===== src/rtl/debounce_sync.sv =====
// rtl/debounce_sync.sv - synchronizer plus debounce qualifier for a raw asynchronous level
//
// Brings a raw, possibly bouncing level into the clk domain and accepts a new
// level only after DEBOUNCE_CYCLES consecutive synchronized samples agree.
//
// Parameters:
//   SYNC_STAGES     - synchronizer depth (2..4)
//   DEBOUNCE_CYCLES - consecutive samples needed to accept a change (2..65535)
//
// Ports:
//   clk    - clock, all state updates on posedge
//   reset  - asynchronous, active-high reset
//   din    - raw asynchronous level
//   enable - 1 allows level changes to be qualified
//   q      - debounced level (registered)
//   rise   - one-cycle pulse when q goes 0->1 (registered)
//   fall   - one-cycle pulse when q goes 1->0 (registered)
//   busy   - high while a candidate change is being qualified

module debounce_sync #(
  parameter int SYNC_STAGES     = 2,
  parameter int DEBOUNCE_CYCLES = 4
) (
  input  logic clk,
  input  logic reset,
  input  logic din,
  input  logic enable,
  output logic q,
  output logic rise,
  output logic fall,
  output logic busy
);

  localparam int CW = $clog2(DEBOUNCE_CYCLES) + 1;
  localparam logic [CW-1:0] CNT_LAST = CW'(DEBOUNCE_CYCLES - 1);
  localparam logic [CW-1:0] CNT_ONE  = CW'(1);

  typedef enum logic [1:0] {
    LOW_STABLE,
    PEND_HIGH,
    HIGH_STABLE,
    PEND_LOW
  } state_t;

  logic [SYNC_STAGES-1:0] sync_q;
  logic [SYNC_STAGES-1:0] sync_d;
  logic                   s;

  state_t                 state_q;
  logic [CW-1:0]          cnt_q;
  logic                   q_q;
  logic                   rise_q;
  logic                   fall_q;

  // Bit 0 takes the raw input; the top bit is the synchronized sample.
  assign sync_d = {sync_q[SYNC_STAGES-2:0], din};
  assign s      = sync_q[SYNC_STAGES-1];

  always_ff @(posedge clk or posedge reset) begin
    if (reset) begin
      sync_q <= '0;
    end else begin
      sync_q <= sync_d;
    end
  end

  always_ff @(posedge clk or posedge reset) begin
    if (reset) begin
      state_q <= LOW_STABLE;
      cnt_q   <= '0;
      q_q     <= 1'b0;
      rise_q  <= 1'b0;
      fall_q  <= 1'b0;
    end else begin
      // Pulses last one cycle unless re-set below.
      rise_q <= 1'b0;
      fall_q <= 1'b0;
      case (state_q)
        LOW_STABLE: begin
          q_q <= 1'b0;
          if (s && enable) begin
            state_q <= PEND_HIGH;
            cnt_q   <= CNT_ONE;
          end
        end
        PEND_HIGH: begin
          // Any low sample or loss of enable throws the candidate away.
          if (!enable || !s) begin
            state_q <= LOW_STABLE;
            cnt_q   <= '0;
          end else if (cnt_q == CNT_LAST) begin
            state_q <= HIGH_STABLE;
            q_q     <= 1'b1;
            rise_q  <= 1'b1;
            cnt_q   <= '0;
          end else begin
            cnt_q <= cnt_q + CNT_ONE;
          end
        end
        HIGH_STABLE: begin
          q_q <= 1'b1;
          if (!s && enable) begin
            state_q <= PEND_LOW;
            cnt_q   <= CNT_ONE;
          end
        end
        PEND_LOW: begin
          if (!enable || s) begin
            state_q <= HIGH_STABLE;
            cnt_q   <= '0;
          end else if (cnt_q == CNT_LAST) begin
            state_q <= LOW_STABLE;
            q_q     <= 1'b0;
            fall_q  <= 1'b1;
            cnt_q   <= '0;
          end else begin
            cnt_q <= cnt_q + CNT_ONE;
          end
        end
        default: begin
          state_q <= LOW_STABLE;
          cnt_q   <= '0;
          q_q     <= 1'b0;
        end
      endcase
    end
  end

  assign q    = q_q;
  assign rise = rise_q;
  assign fall = fall_q;
  assign busy = (state_q == PEND_HIGH) || (state_q == PEND_LOW);

endmodule


===== config.mk =====
export PLATFORM = sky130hd
export DESIGN_NAME = debounce_sync
export DESIGN_NICKNAME = d
export VERILOG_FILES = /design/src/rtl/debounce_sync.sv
export SDC_FILE = /design/constraint.sdc
export NUM_CORES = 1
export LEC_CHECK = 0
export CAP_MARGIN = 20
export CORE_AREA = 5 5 42 44
export DETAILED_ROUTE_END_ITERATION = 7
export DIE_AREA = 0 0 47 49
export GPL_ROUTABILITY_DRIVEN = 1
export PLACE_DENSITY = 0.61
export REMOVE_ABC_BUFFERS = 1
export SLEW_MARGIN = 20
export SYNTH_ARGS = -nofsm -noshare
export SYNTH_HDL_FRONTEND = slang
export SYNTH_SLANG_ARGS = --single-unit

===== constraint.sdc =====
create_clock -name clk -period 2.3 [get_ports clk]
set_clock_uncertainty 0.05 [all_clocks]
set_input_delay 0.46 -clock clk [delete_from_list [all_inputs] [get_ports clk]]
set_output_delay 0.46 -clock clk [all_outputs]
set_load 0.02 [all_outputs]

==> metrics.md <==
| Metric | Value |
|---|---|
| CP Launch Point | `state_q[1]` |
| Seq/Total Area, Yosys | `0.4515` |
| Peak supply drop | `about 600 uV` |
| Total wire length | `885 um` |
| Clk Latency, worst-skew pair | `0.26 ns` |
| Final Setup Violations | `0` |
| Clock sink total | `10` |
| Period utilisation layout | `0.9239` |
| Avg WL per Cell | `between 10 and 15 um` |
| Relative max-transition margin | `0.7504` |
| Synth Register Bits | `10` |
| RR Endpoint | `state_q[1]` |
| Syn. warnings | `0` |
| Complex-gate fraction of the synthesized area | `0.1174` |
| MaxCap Viol Count | `0` |
| End of the worst hold path | `sync_q[1]` |
| DR pass1 iterations | `3` |
| Critical Path AT | `approximately 1.6 ns` |
| Port Buffers | `7` |
| Inserted Diodes | `0` |
| Row cnt | `14` |
| Setup slack, reg-to-reg | `0.56 ns` |
| Die height | `between 40 and 50 um` |
| Longest Clk Path Bufs | `2` |
| Mux contribution to synthesized area | `0.1264` |
| CP Capture Type | `output port` |
| Starting Density | `0.3955` |
| Total track usage | `0.1009` |
| Unrepaired setup endpoints after global routing | `false` |
| Startpoint Class | `flip-flop` |
| First-pass GRT wire length | `1669 um` |
| Largest net degree at the start of global routing | `11` |
| Leakage power | `0.0003120 uW` |
| DP HPWL | `726.6 um` |
| Boundary pin count | `8` |
| DR vias | `360` |
| Synth Area in XOR/XNOR | `0` |
| Area of placed instances | `644.4 um2` |
| Synth top area share | `0.4515` |
| Vias in the first global route | `between 300 and 400` |
| Cell variety after synth | `24` |
| Synth-to-layout area growth | `20.09%` |
| Mapped Area | `around 550 um2` |
| Crit Path Category | `flip-flop to output port` |
| Adder-cell share of the synthesized area | `0.1354` |
| Pwr Total | `828.4 uW` |
| Post-synth top area cell | `dfrtp_1` |
| Final Critical Period | `approximately 2.1 ns` |
| Hold Path Origin | `sync_q[0]` |
| Gate Count Post-Synth | `48` |
| Setup slack after layout | `0.1750 ns` |
| DRC | `0` |
| Worst-margin pin slew | `0.3740 ns` |
| Post-synth EDFFs | `0` |
| Syn avg cell area | `11.55 um2` |
| Clock transition at path regs | `0.06 ns` |
| Num CTS Buffers | `3` |
| Pins Over Slew Limit | `0` |
| Initial drt markers | `6` |
| Simple-gate share of the synthesized area | `0.1490` |
| Fin nets | `70` |
| Fraction of layout cells with a size suffix above 1 | `0.1897` |
| Vias per cell | `4.865` |
| Min-Delay Path Class | `flip-flop to flip-flop` |
| Clock root buffer | `clkbuf_4` |
| Final Instance Area | `665.6 um2` |
| Top-count cell post-synth | `dfrtp_1` |
| Status | `finished, final reports clean` |
| Synth Flop Type | `dfrtp_1` |
| Global route overflow | `0` |
| Sum Neg Setup Slack | `0 ns` |
| Post-synth top cells | `dfrtp_1, ha_1, nor2_1` |
| Max FO, Critical Path | `5` |
| FF-to-FF path depth | `6` |
| Worst reg2reg path startpoint | `state_q[0]` |
| Initial antenna violation count | `0` |
| Hold path depth | `0` |
| CTS tree | `yes` |
| DRT antenna net count | `0` |
| Die Span X | `roughly 47 um` |
| H-tree levels | `1` |
| Synth top area cells | `dfrtp_1, ha_1, mux2_2` |
| Async set or reset register ratio after synthesis | `1.000` |
| Hold Vio Cnt, Final | `0` |
| GPL Wtd Cong | `0.7882` |
| WP data required | `~1.8 ns` |
| Core Footprint | `between 0.001 and 0.0015 mm2` |
| Pwr Density | `1245 mW/mm2` |
| Main combinational cell family by area after synthesis | `simple AND/OR/NAND/NOR gates` |
| Setup Slack @ Placement | `0.2161 ns` |
| Die area | `0.002303 mm2` |
| Fmax | `around 470 MHz` |
area by class of cell:
class | instances | area [um2]
multi-input cells | 35 | 292.8
inverters | 3 | 11.26
flip-flops and latches | 10 | 250.2
clock buffers | 3 | 22.52
fillers | 128 | 735.7
repair buffers | 7 | 68.82
well taps | 16 | 20.02
logic make-up after synthesis:
logic type | count (synthesis)
simple gates | 15
flops | 10
compound gates | 8
mux | 6
fa+ha+maj | 6
buf+inv | 3
metrics by stage:
stage                     utilization  cells  hold WS [ns]
after global routing           0.4750     74        0.3264
after global placement         0.4598     71        0.2850
after detailed placement       0.4598     71        0.2926
after CTS                      0.4750     74        0.3064
after floorplan                     -     48        0.2502
final                          0.4750     74        0.3035
flip-flops by register name, summed over array words and instances (netlist names):
name	count
cnt_q	3
state_q	2
sync_q	2
fall	1
q	1
rise	1
metal layers:
| layer | global-route usage | wire [um] | vias to the layer above |
|---|---|---|---|
| met2 | 0.1448 | 424 | 10 |
| li1 | - | - | 184 |
| met4 | 0.02765 | 0 | 0 |
| met1 | 0.1290 | 407 | 166 |
| met3 | 0.05535 | 52 | 0 |
| met5 | 0 | 0 | - |
worst max-delay path by stage:
stage	end	slack (ns)	cells past startpoint
after floorplan	state_q[1]	0.67	6
after global placement	busy	0.26	4
after detailed placement	busy	0.22	4
after CTS	busy	0.15	4
after global routing	busy	0.05	4
final	busy	0.18	4
placed cells by master, fill, tap and decap left out, types with 2 or more instances in the layout:
| master | n |
|---|---|
| inv_1 | 3 |
| nand2_1 | 3 |
| nor2_1 | 4 |
| clkbuf_4 | 3 |
| nand2b_1 | 2 |
| dfrtp_1 | 10 |
| ha_1 | 6 |
| clkdlybuf4s50_1 | 6 |
| mux2_2 | 3 |
timing repair:
| item | in CTS | in global routing |
|---|---|---|
| buffers inserted | 0 | 0 |
| endpoints found under the hold margin | 0 | 0 |
| resized for setup | 1 | 0 |
| endpoints found under the setup margin | 1 | 0 |
| hold buffers | 0 | 0 |
critical path, cell delays in order, from the launching register on:
cell and delay (ns):
dfrtp_1 0.39, inv_1 0.09, ha_1 0.23, or2_2 0.32, dlygate4sd2_1 0.33
report_power, final:
group	internal, uW	switching (uW)	total (uW)
combinational	226	237	463
clock	60.0	51.7	112
sequential	222	31.4	253
No activity file was read; power rests on OpenSTA's default activity.
